===== src/rtl/sat_round_pipe.sv =====
// Two-stage signed width reducer: shift (optionally round), saturate, then report clips.
// Define SAT_ROUND_PIPE_ROUNDING_EN to build the round-half-up adder; otherwise always truncate.
module sat_round_pipe #(
    parameter int unsigned IW = 22,
    parameter int unsigned OW = 16,
    parameter int unsigned SH = 4,
    parameter int unsigned CW = 8
) (
    input  logic          clk,
    input  logic          reset_n,
    input  logic          in_valid,
    input  logic [IW-1:0] sig_in,
    input  logic          round_en,
    input  logic          clr_flags,
    output logic          out_valid,
    output logic [OW-1:0] sig_out,
    output logic          sat_hi,
    output logic          sat_lo,
    output logic          sat_sticky,
    output logic [CW-1:0] sat_count
);

    // One guard bit above the shifted sample so the rounding increment cannot wrap.
    localparam int unsigned QW = IW - SH + 1;

    logic [QW-1:0] w_shift;
    logic [QW-1:0] w_q1;
    logic          w_unused;

    assign w_shift  = {sig_in[IW-1], sig_in[IW-1:SH]};
    assign w_unused = ^{round_en, sig_in};

`ifdef SAT_ROUND_PIPE_ROUNDING_EN
    logic w_rbit;

    generate
        if (SH > 0) begin : g_rbit
            assign w_rbit = sig_in[SH-1];
        end else begin : g_no_rbit
            assign w_rbit = 1'b0;
        end
    endgenerate

    assign w_q1 = w_shift + {{(QW-1){1'b0}}, round_en & w_rbit};
`else
    assign w_q1 = w_shift;
`endif

    logic          r_v1;
    logic [QW-1:0] r_q1;

    always_ff @(posedge clk or negedge reset_n) begin
        if (!reset_n) begin
            r_v1 <= 1'b0;
            r_q1 <= '0;
        end else begin
            r_v1 <= in_valid;
            if (in_valid) begin
                r_q1 <= w_q1;
            end
        end
    end

    // Overflow when the bits from OW-1 upward are not a pure sign extension.
    logic          w_sign;
    logic          w_ovf;
    logic          w_hi;
    logic          w_lo;
    logic [OW-1:0] w_sat;

    assign w_sign = r_q1[QW-1];
    assign w_ovf  = (r_q1[QW-1:OW-1] != {(QW-OW+1){w_sign}});
    assign w_hi   = w_ovf & ~w_sign;
    assign w_lo   = w_ovf & w_sign;

    always_comb begin
        w_sat = r_q1[OW-1:0];
        if (w_hi) begin
            w_sat = {1'b0, {(OW-1){1'b1}}};
        end else if (w_lo) begin
            w_sat = {1'b1, {(OW-1){1'b0}}};
        end
    end

    logic          r_v2;
    logic [OW-1:0] r_out;
    logic          r_hi;
    logic          r_lo;

    always_ff @(posedge clk or negedge reset_n) begin
        if (!reset_n) begin
            r_v2  <= 1'b0;
            r_out <= '0;
            r_hi  <= 1'b0;
            r_lo  <= 1'b0;
        end else begin
            r_v2 <= r_v1;
            r_hi <= r_v1 & w_hi;
            r_lo <= r_v1 & w_lo;
            if (r_v1) begin
                r_out <= w_sat;
            end
        end
    end

    logic          w_clip;
    logic          r_sticky;
    logic [CW-1:0] r_count;

    assign w_clip = r_v2 & (r_hi | r_lo);

    // Clear wins first, then a coincident clip is counted on top of it.
    always_ff @(posedge clk or negedge reset_n) begin
        if (!reset_n) begin
            r_sticky <= 1'b0;
            r_count  <= '0;
        end else if (clr_flags) begin
            r_sticky <= w_clip;
            r_count  <= {{(CW-1){1'b0}}, w_clip};
        end else if (w_clip) begin
            r_sticky <= 1'b1;
            if (r_count != {CW{1'b1}}) begin
                r_count <= r_count + 1'b1;
            end
        end
    end

    assign out_valid  = r_v2;
    assign sig_out    = r_out;
    assign sat_hi     = r_hi;
    assign sat_lo     = r_lo;
    assign sat_sticky = r_sticky;
    assign sat_count  = r_count;

endmodule

===== config.mk =====
export PLATFORM = sky130hd
export DESIGN_NAME = sat_round_pipe
export DESIGN_NICKNAME = d
export VERILOG_FILES = /design/src/rtl/sat_round_pipe.sv
export SDC_FILE = /design/constraint.sdc
export NUM_CORES = 1
export LEC_CHECK = 0
export CORE_MARGIN = 2
export CORE_UTILIZATION = 28
export CTS_BUF_LIST = sky130_fd_sc_hd__clkbuf_8
export DETAILED_ROUTE_END_ITERATION = 16
export PLACE_DENSITY = 0.63
export SLEW_MARGIN = 20
export SYNTH_ARGS = -nofsm -noshare
export SYNTH_HDL_FRONTEND = slang
export SYNTH_SLANG_ARGS = --single-unit

===== constraint.sdc =====
create_clock -name clk -period 1.9 [get_ports clk]
set_input_delay 0.38 -clock clk [delete_from_list [all_inputs] [get_ports clk]]
set_output_delay 0.38 -clock clk [all_outputs]
set_load 0.01 [all_outputs]

==> results.yml <==
global_routing:
  grtUsageMet1: 0.146
  gr-usage-met3: 0.0336
  grt_usage: 0.117
  top_usage_layer: "met2"
  grt_max_degree: 31
  grt_pass1_vias: 1469
  grt_pass1_wl_um: 6980
  antenna_found_initial: 0
  use_met2: 0.195
  overflow: 0
finish:
  syn2layout_area_growth_pct: 36.9
  antenna_cells: 0
  final_common_cell: "clkdlybuf4s50_1"
  fin_area_um2: 2720
  layout.nets: 237
  layout_common_cells: "48 x clkdlybuf4s50_1, 47 x dfrtp_1, 20 x mux2_2"
  drive_gt1_frac: 0.171
sta:
  clock_skew_ps: 9.48
  rsz0062_at_grt: "false"
  relSlewSlack: 0.636
  hold_violations: 0
  fmax_mhz: 572
  tns_ps: 0
  period_share: 0.920
  fin_crit_ps: 1750
  maxSlewViolCount: 0
  setup_viol: 0
  worstMarginPinSlew_ps: 543
place:
  gp_congestion: 0.698
  placed_cell_area_um2: 2610
  dp_hpwl_um: 2890
  port_buffers: 49
power:
  p_leak_nw: 1.13
  ir_drop_mv: 0.370
  powerDensity_nw_per_um2: 875
logic_synthesis:
  synth_seq_cells: 47
  netlist_area_um2: 1990
  yosysSeqAreaShare: 0.592
  ys_types: 32
  yosys_warnings: 0
  synth_area_per_cell_um2: 12.7
  syn_inst: 156
  synth_nets: 184
job:
  max_cap_violations: 0
clock_network:
  post-cts-setup-buffers: 0
  cts.repair.resized: 0
  clk_path_buf_depth: 2
  cts-buffers-inserted: 5
  cts_max_level: 2
  clkLatencyLatePin_ps: 290
  clock_sinks: 47
  ctsRootBufferMaster: "clkbuf_8"
  hold_buffers: 0
  cts_tree: "done"
  clk_pin_slew_ps: 90
route:
  first_iter_violations: 24
  wirelength_um: 4220
  via_per_inst: 4.52
  vias: 1383
  first_pass_iters: 4
  drc_errors: 0
  avgRoutedWirePerCell_um: 13.8
  final_antenna_net_count: 0
worst_setup_path:
  end_kind: "primary output"
  r2r-end: "sat_count[2]"
  max_stage_delay_ps: 590
  required_ps: 1520
  cp_num_buf_inv: 1
  path_cells: "clkdlybuf4s50_1"
  crit_family: "buffers and inverters"
  reg2reg_depth: 4
  crit_fanout: 8
  slowest_stage: "clkdlybuf4s50_1"
  path_class: "reg2out"
  r2r_start: "sat_count[0]"
  arrival_ps: 1370
  startpoint_type: "register"
  reg2reg_slack_ps: 190
die:
  core_um2: 6830
  ios: 55
  die_x_um: 88.3
  rows: 30
  die_h_um: 88.3
  dieArea_um2: 7790
  start_util: 0.291
worst_hold_path:
  hold_class: "in2async"
outcome:
  status: "finished, final reports clean"
-- worst max-delay path by stage --
stage                      start  slack, ps  depth (start not counted)      endpoint
floorplan           sat_count[0]        230                          5  sat_count[2]
global placement    sat_count[0]        240                          4  sat_count[3]
detailed placement  sat_count[0]        190                          4  sat_count[2]
CTS                 sat_count[2]        140                          1  sat_count[2]
global route        sat_count[2]        100                          1  sat_count[2]
finish              sat_count[2]        150                          1  sat_count[2]
-- flip-flops by register name, summed over array words and instances (netlist names) --
register / cells
out_valid: 1
r_q1: 18
r_v1: 1
sat_count: 8
sat_hi: 1
sat_lo: 1
sat_sticky: 1
sig_out: 16
-- stage by stage --
stage	setup slack, ps	total power [mW]	hold slack [ps]	instances	utilization
finish	152	2.38	15.8	306	0.399
global route	98.3	2.52	28.6	306	0.399
floorplan	227	1.38	84.4	156	-
CTS	141	2.43	18.7	306	0.399
detailed placement	195	1.66	346	298	0.381
global placement	238	1.64	349	298	0.381
-- routing by layer --
| metal | wire length (um) | share of wire |
|---|---|---|
| met4 | 36 | 0.0085 |
| met3 | 195 | 0.046 |
| met1 | 1980 | 0.47 |
| met5 | 0 | 0 |
| met2 | 2010 | 0.48 |
-- cell usage after synthesis, drive strengths merged --
master,instances,share of area
mux2,20,0.11
buf,7,0.024
nor2,2,0.0038
a41oi,1,0.0044
nor4,1,0.0031
o211ai,2,0.0075
mux2i,17,0.086
a211oi,2,0.0075
nand2b,4,0.013
nor2b,3,0.0094
dfrtp,47,0.59
and3,1,0.0031
clkbuf,1,0.0019
inv,7,0.013
nor4b,1,0.0044
o21bai,1,0.0038
ha,1,0.0063
o21ai,19,0.048
a221oi,1,0.0075
nor3,2,0.0050
a211o,1,0.0044
nand3,4,0.010
or3,1,0.0031
and4,1,0.0044
nand2,5,0.011
a21oi,3,0.0075
o21a,1,0.0038
-- logic make-up (layout without fill, tap and decap cells) --
| kind of cell | count (synthesis) | in the layout | share of synthesized area |
|---|---|---|---|
| flops | 47 | 47 | 0.592 |
| fa+ha+maj | 1 | 1 | 0.00629 |
| compound gates | 31 | 31 | 0.0944 |
| simple gates | 25 | 25 | 0.0699 |
| mux | 37 | 37 | 0.199 |
| buf+inv | 15 | 69 | 0.0390 |
-- where the power goes --
group	internal [mW]	leakage, nW	switching [mW]
clock	0.426	0.0612	0.328
combinational	0.260	0.505	0.180
sequential	1.11	0.566	0.0728
-- worst reg2reg max path: cells and delay by family (launching register included) --
family,cells,cell delay (ps)
adders and majority gates,1,260
muxes,1,370
and+or+nand+nor,1,270
AOI/OAI and AO/OA,1,260
DFF,1,450
-- final cells by class --
cell class	count	area (um^2)
clock buffers	6	82.6
clock inverters	2	35.0
fillers	683	4110
inverters	7	26.3
multi-input cells	94	734
flip-flops and latches	47	1180
well taps	96	120
repair buffers	54	548
Note: power is estimated with default switching activity, not from simulation.
